===== src/rtl/leela_cam_arb_pkg.sv =====
// ============================================================================
// Module      : leela_cam_arb_pkg
// Description : Shared types and constants for the camera Wishbone arbiter.
// Revision    : 1.0 - initial release
// ============================================================================
`default_nettype none

package leela_cam_arb_pkg;

    // Arbiter FSM encoding
    typedef enum logic [1:0] {
        ST_IDLE = 2'd0,
        ST_GNT0 = 2'd1,
        ST_GNT1 = 2'd2
    } arb_state_t;

    // One-hot grant vectors presented on gnt_o
    localparam logic [1:0] GNT_NONE = 2'b00;
    localparam logic [1:0] GNT0     = 2'b01;
    localparam logic [1:0] GNT1     = 2'b10;

    // Default configuration
    localparam int DEF_BURST_MAX = 16;
    localparam int DEF_TIMEOUT   = 255;

    // Map FSM state to the one-hot grant vector
    function automatic logic [1:0] state_to_gnt(input arb_state_t s);
        case (s)
            ST_GNT0: state_to_gnt = GNT0;
            ST_GNT1: state_to_gnt = GNT1;
            default: state_to_gnt = GNT_NONE;
        endcase
    endfunction

endpackage

`default_nettype wire


===== src/rtl/leela_cam_arb_wdog.sv =====
// ============================================================================
// Module      : leela_cam_arb_wdog
// Description : 8-bit stall counter; pulses expired on the stalled cycle
//               that reaches the configured limit.
// Revision    : 1.0 - initial release
// ============================================================================
`default_nettype none

module leela_cam_arb_wdog (
    input  logic       clk,
    input  logic       rst,
    input  logic       stb,
    input  logic       ack,
    input  logic       clr,
    input  logic [7:0] limit,
    output logic       expired
);

    logic [7:0] cnt;

    // Count cycles the strobe waits without an ack; saturate at all-ones
    always_ff @(posedge clk) begin
        if (rst || clr || ack) begin
            cnt <= 8'd0;
        end else if (stb && (cnt != 8'hFF)) begin
            cnt <= cnt + 8'd1;
        end
    end

    // cnt holds the number of earlier stalled cycles, so the current stalled
    // cycle is number cnt+1
    assign expired = stb & ~ack & (cnt == (limit - 8'd1));

endmodule

`default_nettype wire


===== src/rtl/leela_cam_wb_arb.sv =====
// ============================================================================
// Module      : leela_cam_wb_arb
// Description : Two-requester round-robin Wishbone arbiter with a per-grant
//               ack budget enforced by stalling the granted requester.
//               Define LEELA_CAM_ARB_WATCHDOG_EN to build the stall watchdog.
// Revision    : 1.0 - initial release
// ============================================================================
`default_nettype none

module leela_cam_wb_arb
    import leela_cam_arb_pkg::*;
#(
    parameter int AW        = 32,
    parameter int DW        = 32,
    parameter int BURST_MAX = DEF_BURST_MAX,
    parameter int TIMEOUT   = DEF_TIMEOUT
) (
    input  logic          clk,
    input  logic          rst,
    input  logic [AW-1:0] s0_adr_i,
    input  logic [DW-1:0] s0_dat_i,
    input  logic          s0_we_i,
    input  logic          s0_stb_i,
    input  logic          s0_cyc_i,
    input  logic [2:0]    s0_cti_i,
    input  logic [1:0]    s0_bte_i,
    output logic          s0_ack_o,
    output logic          s0_err_o,
    input  logic [AW-1:0] s1_adr_i,
    input  logic [DW-1:0] s1_dat_i,
    input  logic          s1_we_i,
    input  logic          s1_stb_i,
    input  logic          s1_cyc_i,
    input  logic [2:0]    s1_cti_i,
    input  logic [1:0]    s1_bte_i,
    output logic          s1_ack_o,
    output logic          s1_err_o,
    output logic [AW-1:0] m_adr_o,
    output logic [DW-1:0] m_dat_o,
    output logic          m_we_o,
    output logic          m_stb_o,
    output logic          m_cyc_o,
    output logic [2:0]    m_cti_o,
    output logic [1:0]    m_bte_o,
    input  logic          m_ack_i,
    input  logic          m_err_i,
    output logic [1:0]    gnt_o,
    output logic          timeout_o
);

    localparam logic [7:0] BUDGET   = 8'(BURST_MAX);
    localparam logic [7:0] TO_LIMIT = 8'(TIMEOUT);

    arb_state_t state;
    logic       last_gnt;
    logic [7:0] ack_cnt;

    logic sel0, sel1;
    logic own_cyc, own_stb, other_cyc;
    logic stall, ack_seen, budget_hit, release_gnt, expired;

    // Grant selects are forced off while reset is held so every output is 0
    assign sel0 = (state == ST_GNT0) & ~rst;
    assign sel1 = (state == ST_GNT1) & ~rst;

    // Master port mux from the registered grant
    always_comb begin
        own_cyc   = 1'b0;
        own_stb   = 1'b0;
        other_cyc = 1'b0;
        m_adr_o   = '0;
        m_dat_o   = '0;
        m_we_o    = 1'b0;
        m_cti_o   = 3'b000;
        m_bte_o   = 2'b00;
        if (sel0) begin
            own_cyc   = s0_cyc_i;
            own_stb   = s0_stb_i;
            other_cyc = s1_cyc_i;
            m_adr_o   = s0_adr_i;
            m_dat_o   = s0_dat_i;
            m_we_o    = s0_we_i;
            m_cti_o   = s0_cti_i;
            m_bte_o   = s0_bte_i;
        end else if (sel1) begin
            own_cyc   = s1_cyc_i;
            own_stb   = s1_stb_i;
            other_cyc = s0_cyc_i;
            m_adr_o   = s1_adr_i;
            m_dat_o   = s1_dat_i;
            m_we_o    = s1_we_i;
            m_cti_o   = s1_cti_i;
            m_bte_o   = s1_bte_i;
        end
    end

    // Budget spent with the other side waiting: hold the owner off the bus
    // for the single cycle before the FSM drops back to IDLE
    assign stall   = other_cyc & (ack_cnt >= BUDGET);
    assign m_cyc_o = own_cyc & ~stall;
    assign m_stb_o = own_stb & ~stall;

    assign ack_seen    = m_ack_i & m_stb_o;
    assign budget_hit  = other_cyc & (({1'b0, ack_cnt} + {8'd0, ack_seen}) >= {1'b0, BUDGET});
    assign release_gnt = (sel0 | sel1) & (~own_cyc | budget_hit | expired);

    assign s0_ack_o = sel0 & ack_seen;
    assign s1_ack_o = sel1 & ack_seen;
    assign s0_err_o = sel0 & ((m_err_i & m_stb_o) | expired);
    assign s1_err_o = sel1 & ((m_err_i & m_stb_o) | expired);

    assign gnt_o = rst ? GNT_NONE : state_to_gnt(state);

    // Arbitration FSM: round-robin pick from IDLE, release on drop/budget/abort
    always_ff @(posedge clk) begin
        if (rst) begin
            state    <= ST_IDLE;
            last_gnt <= 1'b1;
            ack_cnt  <= 8'd0;
        end else begin
            case (state)
                ST_IDLE: begin
                    ack_cnt <= 8'd0;
                    if (s0_cyc_i && (!s1_cyc_i || last_gnt)) begin
                        state <= ST_GNT0;
                    end else if (s1_cyc_i) begin
                        state <= ST_GNT1;
                    end
                end
                ST_GNT0, ST_GNT1: begin
                    if (release_gnt) begin
                        state    <= ST_IDLE;
                        last_gnt <= (state == ST_GNT1);
                    end else if (ack_seen && (ack_cnt != 8'hFF)) begin
                        ack_cnt <= ack_cnt + 8'd1;
                    end
                end
                default: state <= ST_IDLE;
            endcase
        end
    end

`ifdef LEELA_CAM_ARB_WATCHDOG_EN
    logic timeout_q;

    leela_cam_arb_wdog u_wdog (
        .clk     (clk),
        .rst     (rst),
        .stb     (m_stb_o),
        .ack     (m_ack_i),
        .clr     (~(sel0 | sel1)),
        .limit   (TO_LIMIT),
        .expired (expired)
    );

    // Sticky abort flag, only reset clears it
    always_ff @(posedge clk) begin
        if (rst) begin
            timeout_q <= 1'b0;
        end else if (expired) begin
            timeout_q <= 1'b1;
        end
    end

    assign timeout_o = timeout_q & ~rst;
`else
    logic unused_timeout_cfg;
    assign unused_timeout_cfg = ^TO_LIMIT;
    assign expired   = 1'b0;
    assign timeout_o = 1'b0;
`endif

endmodule

`default_nettype wire


===== config.mk =====
export PLATFORM = sky130hd
export DESIGN_NAME = leela_cam_wb_arb
export DESIGN_NICKNAME = d
export VERILOG_FILES = /design/src/rtl/leela_cam_arb_pkg.sv /design/src/rtl/leela_cam_arb_wdog.sv /design/src/rtl/leela_cam_wb_arb.sv
export SDC_FILE = /design/constraint.sdc
export NUM_CORES = 1
export LEC_CHECK = 0
export ABC_CLOCK_PERIOD_IN_PS = 4420
export CAP_MARGIN = 30
export CORE_MARGIN = 5
export CORE_UTILIZATION = 26
export DETAILED_ROUTE_END_ITERATION = 10
export HOLD_SLACK_MARGIN = 0.1
export PLACE_DENSITY = 0.88
export SYNTH_ARGS = -nofsm -noshare
export SYNTH_HDL_FRONTEND = slang
export SYNTH_SLANG_ARGS = --single-unit

===== constraint.sdc =====
create_clock -name clk -period 4.42 [get_ports clk]
set_input_delay 0.884 -clock clk [delete_from_list [all_inputs] [get_ports clk]]
set_output_delay 0.884 -clock clk [all_outputs]
set_load 0.1 [all_outputs]

Word level (Yosys, flattened, before mapping)
Cells that the tools add are included.
- output and inout port bits: 79
- bits of input ports: 148
- flip-flop bits (word level): 11
- word-level logic and storage cells: 67
- bitwise gates (word level): 18
- $add $sub $neg: 2
- reductions and logical operators: 10
- muxes and demuxes: 25
- magnitude comparators: 2
- eq/ne operators: 7
- operators with widths (kind ; number):
    $mux 32 ; 4
    $mux 8 ; 2
    $pmux 8 s2 ; 1
    $and 1x1->1 ; 13
    $mux 2 ; 6
    $add 8x1->9 ; 1
    $ge 9x5->1 const B ; 1
    $add 8x1->8 const B ; 1
    $ge 8x5->1 const B ; 1
    $mux 1 ; 8
    $ne 8x8->1 const B ; 1
    $pmux 2 s2 ; 2
    $mux 3 ; 2
    $ne 2x2->1 const B ; 3
    $reduce_and 2->1 ; 2
    $ne 3x3->1 const B ; 1
    $not 1->1 ; 3
    $reduce_and 3->1 ; 1
    $eq 2x1->1 const B ; 1
    $eq 2x2->1 const B ; 1
    $logic_and 1x1->1 ; 2
    $logic_not 2->1 ; 1
    $or 1x1->1 ; 2
    $reduce_bool 2->1 ; 1
    3 further kinds ; 3

Logic depth before layout (Yosys ltp)
- depth in word-level cells: 15
- depth in mapped cells: 16
- depth with buffers taken out: 14

Least setup slack after synthesis
No wires, ideal clock.
- path type: input to output
- start point: input port s0_cyc_i
- end point: output port s0_err_o
- setup slack: -1.360 ns
- stages: 5
- data arrival time: 4.896 ns
- required time: 3.536 ns
- buffers on the path: 0
- cell sequence: nand3b_1 > a21oi_1 > a211oi_1 > nand2_1 > nor2_1
- word-level cells in the longest chain between the ends: 7
- ends and longest elaborated chain (what ; line ; source):
    from (decl) ; leela_cam_wb_arb.sv:24 ; input logic s0_cyc_i,
    $mux 1 ; leela_cam_wb_arb.sv:85 ; end else if (sel1) begin
    $mux 1 ; leela_cam_wb_arb.sv:76 ; if (sel0) begin
    $and 1x1->1 ; leela_cam_wb_arb.sv:99 ; assign stall = other_cyc & (ack_cnt >= BUDGET);
    $not 1->1 ; leela_cam_wb_arb.sv:101 ; assign m_stb_o = own_stb & ~stall;
    $and 1x1->1 ; leela_cam_wb_arb.sv:101 ;
    net m_stb_o ; leela_cam_wb_arb.sv:41 ; output logic m_stb_o,
    $and 1x1->1 (2 in a row) ; leela_cam_wb_arb.sv:109 ; assign s0_err_o = sel0 & ((m_err_i & m_stb_o) | expired);
    to (decl) ; leela_cam_wb_arb.sv:28 ; output logic s0_err_o,
The timed path passes the listed nets, and every way through them passes these cells.

Worst setup path in the final report
- start point: input port s0_cyc_i
- end point: register ack_cnt[2]
- word-level cells in the longest chain between the ends: 13
- elaborated cells between the ends (all ways): 17
- classes of those cells: 1 x add/sub; 1 x order compare; 2 x eq/ne; 3 x mux; 8 x bitwise; 2 x reduce/logical
- ends and longest elaborated chain (what ; line ; source):
    $mux 1 ; leela_cam_wb_arb.sv:85 ;
    $mux 1 ; leela_cam_wb_arb.sv:76 ;
    $and 1x1->1 ; leela_cam_wb_arb.sv:99 ;
    $not 1->1 ; leela_cam_wb_arb.sv:101 ;
    $and 1x1->1 ; leela_cam_wb_arb.sv:101 ;
    $and 1x1->1 ; leela_cam_wb_arb.sv:103 ; assign ack_seen = m_ack_i & m_stb_o;
    $add 8x1->9 ; leela_cam_wb_arb.sv:104 ; assign budget_hit = other_cyc & (({1'b0, ack_cnt} + {8'd0, ack_seen}) >= {1'b0, BUDGET});
    $ge 9x5->1 ; leela_cam_wb_arb.sv:104 ;
    $and 1x1->1 ; leela_cam_wb_arb.sv:104 ;
    $or 1x1->1 ; leela_cam_wb_arb.sv:105 ; assign release_gnt = (sel0 | sel1) & (~own_cyc | budget_hit | expired);
    $and 1x1->1 ; leela_cam_wb_arb.sv:105 ;
    $ne 2x2->1 (no line) ; - ;
    $reduce_and 3->1 (no line) (*) ; - ;
    to (signal assigned) ; leela_cam_wb_arb.sv:135 ; ack_cnt <= ack_cnt + 8'd1;
    to (decl) ; leela_cam_wb_arb.sv:56 ; logic [7:0] ack_cnt;
Every way passes the cells marked *; elsewhere a longest branch is shown, timed or not.
A chain may end at the register's enable or synchronous reset.

==> run metrics <==
Setup WS post-layout 0.594 ns; CP Capture Point ack_cnt[2]; Synth Register Bits 11; final instance area approximately 0.0046 mm²; Hold Worst Slack 0.524 ns; post_cts resized 0; WP buf/inv 2; post-CTS setup buffers 0; post-synthesis sequential area ratio 0.140; leakage 1.83 nW; post-synthesis simple-gate area fraction 0.179; Post-Synth XOR/XNOR Area 0; WP depth 13; Post-synth EDFFs 0; R2R cell count 14; drt pass-1 iters 4; grt ovf 0; GRT met1 Usage 0.266; Non-Filler Instances approximately 500; min cycle time layout about 3.8 ns; outcome complete, no violations; layer with the highest usage met2; hold depth 2; Setup crit start kind input pin; area post-placement between 0.004 and 0.005 mm²; Largest delay share family, worst path compound AO/OA/AOI/OAI gates; Worst EP required 4.55 ns; nets 567; Synth area leaders a22o_1 40%, dfxtp_1 14%, ha_1 5.6%; Synth top area share 0.396; cts hold-fix bufs 0; Rel. slew slack 0.576; worst-margin pin slew 0.633 ns; main combinational cell family by area after synthesis compound AO/OA/AOI/OAI gates; Yosys cell types 37; initial DRC count 254; slowest CP cell clkdlybuf4s50_1; GPL Wtd Cong 0.915; RSZ-0062 raised after global routing no; via/cell ratio about 5.3; Residual DRC 0; critical path's largest stage delay 0.59 ns; Final Hold Vio Count 0; Worst Hold Class flop to flop; IO Port Bufs 225; Async S/R FF share, synth 0; Top FF cell, synth dfxtp_1; Rows 28; fin crit share 0.866; reg2reg end ack_cnt[2]; CTS tree done; worst skew pair latency ~0.24 ns; Root Driver clkbuf_8; global routing usage on met3 0.0668; met2 Use GR 0.482; gr usage total 0.254; Detailed Route WL 10500 µm; TritonCTS Buffers 3; power per standard cell area about 370 mW/mm²; Die Wd 87.7 µm; Max Cap Viol 0; Worst Skew 0.00152 ns; number of global-route vias before repair 2611; number of antenna violations at the first check in global routing 0; Post-DP HPWL 9210 µm; most numerous cell in the Yosys netlist a22o_1; kind of critical path input pin to flop; R2R Path Start state[1]; Compound-Gate Fraction of Synth Area 0.506; ANT cells 0; area delta synth->final 195%; Post-Syn Area per Cell 7.96 µm²; Syn Inst Count just under 200; Max Root-Sink Buffers 2; mux contribution to synthesized area 0.0319; DR WL/cell 21.7 µm; top achievable clock speed 0.261 GHz; Die H slightly below 90 µm; Total Power 1.69 mW; synth warn 0; maximum vdd drop 0.231 mV; crit path cell chain clkdlybuf4s50_1, nand3b_1, a21oi_1, a2111o_1, inv_1, ha_1, ha_1, a31oi_1, a41o_1, a211oi_2, nor4b_4, mux2i_1, a22o_1; core box area 0.00589 mm²; final number of setup-violating endpoints 0; Setup crit start s0_cyc_i; r2r setup slk 0.97 ns; first-pass GRT wire length 14700 µm; synthesized cell area 0.00157 mm²; maximum fanout along the worst path 12; worst slack at placement slightly above 0.4 ns; vias between 2000 and 3000; leading area contributor after synthesis a22o_1; layout cells sized above 1 0.231; pin count of the biggest net entering global routing 72; H-Tree Level Count 1; CP endpoint kind flop; DIE AREA 0.00769 mm²; top cells by count, synth 71 x a22o_1, 14 x clkbuf_1, 13 x nand2_1; num ports 227; initial core utilization 0.267; Reg clk slew, reported paths around 0.050 ns; Slew Limit Fails 0; placed cells between 400 and 500; Post-Synth Adder-Cell Area 0.0558; Worst Path Arrival 3.96 ns; Syn Nets between 300 and 400; Clock Sinks 11; Crit path top cell by count ha_1; remaining antenna violation count 0
==> layout make-up <==
cell class | count | area, µm²
inverters | 11 | 41.3
fillers | 363 | 1260
flip-flops and latches | 11 | 220
well taps | 75 | 93.8
clock buffers | 4 | 45.0
multi-input cells | 157 | 1230
repair buffers | 228 | 2990
==> power breakdown <==
group | total [mW] | internal [mW] | switching, mW
sequential | 0.110 | 0.105 | 0.00454
clock | 0.104 | 0.0635 | 0.0402
combinational | 1.48 | 0.549 | 0.927
==> cells in the final DEF (no fill, tap or decap), types with 7 or more instances in the layout <==
master and n:
a21oi_1 7, a22o_1 71, buf_12 73, buf_4 8
clkdlybuf4s50_1 147, dfxtp_1 11, ha_1 7, inv_1 10
nand2_1 13, nor2_1 7
==> worst register-to-register path, cell delays in order, from the launching register on <==
cell and delay [ns]:
dfxtp_1 0.36, inv_1 0.09, ha_1 0.31, nand3b_1 0.21
a21oi_1 0.27, a2111o_1 0.26, inv_1 0.07, ha_1 0.20
ha_1 0.20, a31oi_1 0.19, a41o_1 0.15, a211oi_2 0.10
nor4b_4 0.57, mux2i_1 0.16, a22o_1 0.20
==> how the worst min path moves through the flow <==
stage	start	to	slack [ns]
after CTS	ack_cnt[4]	ack_cnt[4]	0.52
after global routing	ack_cnt[0]	ack_cnt[0]	0.56
after floorplan	last_gnt	last_gnt	0.47
after detailed placement	ack_cnt[4]	ack_cnt[4]	0.52
final	ack_cnt[4]	ack_cnt[4]	0.52
after global placement	last_gnt	last_gnt	0.50
==> flip-flops by register name, indices dropped and copies added, names as in the netlist <==
signal    count
last_gnt      1
ack_cnt       8
state         2
==> stage by stage <==
stage | TNS (ns) | utilization
6_report | 0 | 0.786
5_1_grt | 0 | 0.786
4_1_cts | 0 | 0.786
3_5_place_dp | 0 | 0.778
3_3_place_gp | 0 | 0.778
2_1_floorplan | -0.561 | -
==> metal layers <==
metal / up-vias / routed length, µm
met5: - / 0
met4: 0 / 391
met3: 26 / 1020
met2: 175 / 5650
met1: 1185 / 3470
li1: 1202 / -
==> kinds of logic (layout without fill, tap and decap cells) <==
kind of cell / count (synthesis) / after routing
adders and majority gates: 7 / 7
DFF: 11 / 11
other: 1 / 1
muxes: 5 / 5
buffers and inverters: 29 / 243
AOI/OAI and AO/OA: 95 / 95
and+or+nand+nor: 49 / 49
No activity file was read; power rests on OpenSTA's default activity.
